`src/rtl/cnt_en_pkg.sv`:
```
// Shared types and helpers for the count-enable generator slice.
package cnt_en_pkg;

    typedef enum logic [0:0] {
        ST_STOP = 1'b0,
        ST_RUN  = 1'b1
    } cnt_en_state_t;

    // Counter width helper: never returns 0, so a 1-bit counter is the minimum.
    function automatic int unsigned clog2_min1(input int unsigned n);
        return (n < 2) ? 1 : unsigned'($clog2(n));
    endfunction

endpackage

```
`src/rtl/btn_debounce.sv`:
```
// Button conditioner: 2-flop synchroniser, stability-count debouncer and a
// registered one-cycle pulse on each debounced rising edge.
module btn_debounce
    import cnt_en_pkg::*;
#(
    parameter int unsigned DB_CYCLES = 1000000
) (
    input  logic clk,
    input  logic rst,
    input  logic din,
    output logic dout,
    output logic rise
);

    localparam int unsigned   CW      = clog2_min1(DB_CYCLES);
    localparam logic [CW-1:0] CNT_MAX = CW'(DB_CYCLES - 1);

    logic          r_sync1;
    logic          r_sync2;
    logic          r_dout;
    logic          r_dout_q;
    logic          r_rise;
    logic [CW-1:0] r_cnt;

    always_ff @(posedge clk or negedge rst) begin
        if (!rst) begin
            r_sync1  <= 1'b0;
            r_sync2  <= 1'b0;
            r_dout   <= 1'b0;
            r_dout_q <= 1'b0;
            r_rise   <= 1'b0;
            r_cnt    <= '0;
        end else begin
            r_sync1  <= din;
            r_sync2  <= r_sync1;
            r_dout_q <= r_dout;
            r_rise   <= r_dout & ~r_dout_q;
            // Any sample that matches the accepted level restarts the stability count.
            if (r_sync2 == r_dout) begin
                r_cnt <= '0;
            end else if (r_cnt == CNT_MAX) begin
                r_dout <= r_sync2;
                r_cnt  <= '0;
            end else begin
                r_cnt <= r_cnt + CW'(1);
            end
        end
    end

    assign dout = r_dout;
    assign rise = r_rise;

endmodule

```
`src/rtl/cnt_en_gen.sv`:
```
// Count-enable source for the digit counter: single-step pulses per button
// press, or free-running prescaled pulses started/stopped by the button.
module cnt_en_gen
    import cnt_en_pkg::*;
#(
    parameter int unsigned DB_CYCLES = 1000000,
    parameter int unsigned CLK_DIV   = 50000000
) (
    input  logic clk,
    input  logic rst,
    input  logic btn_raw,
    input  logic mode,
    output logic en,
    output logic btn_db,
    output logic running
);

    localparam int unsigned  PW      = clog2_min1(CLK_DIV);
    localparam logic [PW-1:0] PSC_MAX = PW'(CLK_DIV - 1);

    logic          w_press;
    logic          r_mode_s1;
    logic          r_mode_s2;
    cnt_en_state_t r_state;
    logic [PW-1:0] r_psc;
    logic          r_en;
    logic          r_running;

    btn_debounce #(
        .DB_CYCLES(DB_CYCLES)
    ) u_btn_debounce (
        .clk (clk),
        .rst (rst),
        .din (btn_raw),
        .dout(btn_db),
        .rise(w_press)
    );

    always_ff @(posedge clk or negedge rst) begin
        if (!rst) begin
            r_mode_s1 <= 1'b0;
            r_mode_s2 <= 1'b0;
        end else begin
            r_mode_s1 <= mode;
            r_mode_s2 <= r_mode_s1;
        end
    end

    always_ff @(posedge clk or negedge rst) begin
        if (!rst) begin
            r_state   <= ST_STOP;
            r_psc     <= '0;
            r_en      <= 1'b0;
            r_running <= 1'b0;
        end else begin
            r_en <= 1'b0;
            case (r_state)
                ST_STOP: begin
                    r_psc <= '0;
                    if (w_press) begin
                        if (r_mode_s2) begin
                            r_state   <= ST_RUN;
                            r_running <= 1'b1;
                        end else begin
                            r_en <= 1'b1;
                        end
                    end
                end
                ST_RUN: begin
                    // Leaving RUN (mode drop or press) suppresses a coincident wrap pulse.
                    if (!r_mode_s2 || w_press) begin
                        r_state   <= ST_STOP;
                        r_running <= 1'b0;
                        r_psc     <= '0;
                    end else if (r_psc == PSC_MAX) begin
                        r_en  <= 1'b1;
                        r_psc <= '0;
                    end else begin
                        r_psc <= r_psc + PW'(1);
                    end
                end
                default: begin
                    r_state   <= ST_STOP;
                    r_running <= 1'b0;
                    r_psc     <= '0;
                end
            endcase
        end
    end

    assign en      = r_en;
    assign running = r_running;

endmodule

```
`config.mk`:
```
export PLATFORM = sky130hd
export DESIGN_NAME = cnt_en_gen
export DESIGN_NICKNAME = d
export VERILOG_FILES = /design/src/rtl/cnt_en_pkg.sv /design/src/rtl/btn_debounce.sv /design/src/rtl/cnt_en_gen.sv
export SDC_FILE = /design/constraint.sdc
export NUM_CORES = 1
export LEC_CHECK = 0
export CORE_MARGIN = 2
export CORE_UTILIZATION = 65
export CTS_CLUSTER_SIZE = 30
export DETAILED_ROUTE_END_ITERATION = 8
export HOLD_SLACK_MARGIN = 0.15
export PLACE_DENSITY = 0.83
export SYNTH_ARGS = -nofsm -noshare
export SYNTH_HDL_FRONTEND = slang
export SYNTH_SLANG_ARGS = --single-unit
```
`constraint.sdc`:
```
create_clock -name clk -period 4.55 [get_ports clk]
set_input_delay 0.6825 -clock clk [delete_from_list [all_inputs] [get_ports clk]]
set_output_delay 0.6825 -clock clk [all_outputs]
set_load 0.02 [all_outputs]
```
==> summary.txt <==
Synth
  – Post-Syn Nets: between 200 and 300
  – Synth unique cells: 35
  – Fraction of registers with async set/reset: 100%
  – #FFs+latches synth: 56
  – Post-synth top area cell: dfrtp_1
  – EDFF count, synth: 0
  – Syn_area_per_cell: between 10 and 15 um2
  – Synth warnings: 0
  – Dominant cells by area after synthesis: dfrtp_1 52%, xor2_1 4.9%, nor2_1 4.5%, xnor2_1 4.2%, o31ai_1 3.3%
  – Gate Count Post-Synth: about 270
  – Top_reg_cell synth: dfrtp_1
  – Seq/Total Area, Yosys: between 50 and 60%
  – Yosys top cell area share: about half
  – Mapped cell area: roughly 2700 um2

Timing
  – RSZ-0062 raised after global routing: false
  – Fin. max-slew vios: 0
  – Slew headroom: a little under a third
  – Fin crit share: about half
  – Setup ws final: roughly 2.4 ns
  – Min cycle time layout: ~2.2 ns
  – Worst-Margin Slew: about 1 ns
  – Setup-failing EPs final: 0
  – Hold Vio Cnt, Final: 0
  – Final worst clock skew: 0.00651 ns
  – Setup_tns: 0 ns
  – Fmax: about 460 MHz

Routing
  – Drt total wl: a little under 5 mm
  – Wire per inst: around 15 um
  – Via count: around 2,000
  – WL met2: between 2 and 2.5 mm
  – Drt pass-1 iters: 4
  – Met3 WL: 200 um
  – Drt initial violations: about 230
  – ANT nets after route: 0
  – Vias/cell: slightly above 6
  – Highest metal used: met4
  – Met1 wire length: approximately 2.3 mm
  – # DRC: 0

Global route
  – Vias in the first global route: slightly below 2,000
  – Largest net degree at the start of global routing: 57
  – Gr usage total: about 24%
  – Initial antenna violation count: 0
  – Global-route wire length before repair: approximately 8.4 mm
  – Grt ovf: 0

CTS
  – Clock-pin slew on the worst setup and hold paths: around 0.09 ns
  – Setup Buffers After CTS: 0
  – Insertion delay to the later sink of the worst-skew pair: about 0.30 ns
  – CTS tree: done
  – CTS Buf Count: 5
  – CTS Root Buffer Type: clkbuf_8
  – Post-CTS sizing: 0
  – CTS Hold Bufs: 0
  – Clock Tree Buf Depth: 2
  – Clock Sinks: 56
  – CTS H-tree depth: 2

Job
  – Max_cap viols: 0

Setup path
  – Crit. End Element: flip-flop
  – CP top delay family: compound AO/OA/AOI/OAI gates
  – Worst path cell trace: ha_1 -> and4_2 -> nand4_1 -> o21bai_2 -> nor2_1
  – Number of buffer and inverter stages on the critical path: 0
  – Worst EP required: 4.69 ns
  – Worst setup SP type: flip-flop
  – Setup CP Type: reg -> reg
  – Critical path's slowest cell: o21bai_2
  – Critical path fanouts, max: 25
  – Crit path DAT: 2.33 ns
  – Slowest stage delay, CP: 0.82 ns

Floorplanning
  – Core area: between 4000 and 5000 um2
  – Placement row count: 23
  – Die height: between 60 and 70 um
  – I/O pin total: 7
  – Initial Util: ~67%
  – Die area: between 4000 and 5000 um2
  – Die X: slightly below 70 um

Finish
  – Layout Cells excl Fill: roughly 320
  – FF/Latch Area: approximately 1400 um2
  – Area of the multi-input gates: ~1200 um2
  – Nets: about 280
  – Most frequent cells in the layout: 56 x dfrtp_1, 32 x nor2_1, 17 x nand3_1, 15 x xor2_1, 15 x a21oi_1
  – Utilization after layout: a little under three quarters
  – Antenna Cells: 0
  – Commonest non-fill, non-tap cell in the layout: dfrtp_1
  – Fillers: 284
  – Layout cells sized above 1: roughly 6.6%
  – Area growth syn-to-layout: 6.50%

Placement
  – Dpl hpwl: between 3 and 4 mm
  – Place WS: about 2.4 ns
  – Post-Place Cells: ~320
  – Routability cong.: roughly 0.75
  – Buffers added on ports: 6

Power and ir drop
  – Leakage: roughly 0.0011 uW
  – Worst VDD drop: around 0.21 mV
  – Pwr/cell area: ~280 nW/um2

Hold path
  – HP Class: reg -> reg

Status
  – Status: finished, final reports clean
==> cells by family (layout without fill, tap and decap cells) <==
logic type,after synthesis,after routing,synth area share [%]
xor+xnor,28,28,9.10
buf+inv,18,24,3.16
flops,56,56,52.0
compound gates,36,36,8.12
simple gates,127,127,26.3
mux,1,1,0.418
fa+ha+maj,2,2,0.928
==> layout make-up <==
cell class,instances,area share (%)
clock inverters,2,0.349
repair buffers,8,2.44
clock buffers,6,2.88
inverters,8,1.05
flip-flops and latches,56,48.8
well taps,50,2.18
multi-input cells,194,42.3
==> per-stage QoR <==
step                total power [uW]  hold slack [ns]  cell area [um2]
floorplan                        520            0.331             2700
global placement                 536            0.332             2780
detailed placement               536            0.336             2780
CTS                              802            0.367             2870
global route                     831            0.372             2870
finish                           794            0.366             2870
==> power breakdown <==
group / internal (uW) / switching, uW / leakage [uW] / total, uW
Combinational: 5.79 / 15.9 / 0.000285 / 21.7
Clock: 122 / 146 / 0.0000510 / 268
Sequential: 501 / 2.79 / 0.000771 / 504
Total: 629 / 165 / 0.00111 / 794
==> per-layer routing <==
layer  global-route usage [%]  vias to the layer above
met5                        0                        -
li1                         -                      982
met3                     5.92                        7
met1                     32.3                      950
met4                     9.25                        0
met2                     37.7                       35
==> state kept, by name, indices dropped and copies added, names as in the netlist <==
signal,flops
u_btn_debounce.r_sync2,1
r_mode_s2,1
u_btn_debounce.r_cnt,20
running,1
r_psc,26
u_btn_debounce.r_dout_q,1
u_btn_debounce.dout,1
en,1
r_mode_s1,1
u_btn_debounce.rise,1
u_btn_debounce.r_sync1,1
r_state,1
==> synth_stat cells, types with 2 or more instances <==
| cell | instances |
|---|---|
| nand2_1 | 14 |
| and3_1 | 4 |
| buf_6 | 2 |
| or4_1 | 10 |
| and2_1 | 2 |
| nand3b_1 | 2 |
| and4_1 | 3 |
| nand3_1 | 17 |
| nand4_1 | 14 |
| ha_1 | 2 |
| nor3_1 | 6 |
| nor2_1 | 32 |
| nor4_1 | 5 |
| xor2_1 | 15 |
| and4_2 | 2 |
| o21ai_0 | 7 |
| or3_1 | 7 |
| nor4b_1 | 2 |
| o31ai_1 | 12 |
| clkbuf_1 | 6 |
| a21oi_1 | 15 |
| nand2b_1 | 2 |
| inv_1 | 8 |
| dfrtp_1 | 56 |
| xnor2_1 | 13 |
==> worst paths after layout <==
check                      cells past startpoint  slack, ns                       to      start
setup / recovery                               5       2.36                r_psc[10]   r_psc[0]
hold reg to reg                                0       0.37                r_mode_s2  r_mode_s1
hold / removal                                 0       0.37                r_mode_s2  r_mode_s1
setup reg to reg                               5       2.36                r_psc[10]   r_psc[0]
min in group asynchronous                      2       0.49  u_btn_debounce.r_cnt[9]        rst
max in group asynchronous                      2       3.60                r_psc[12]        rst
Power figures use the tool's default switching activity.
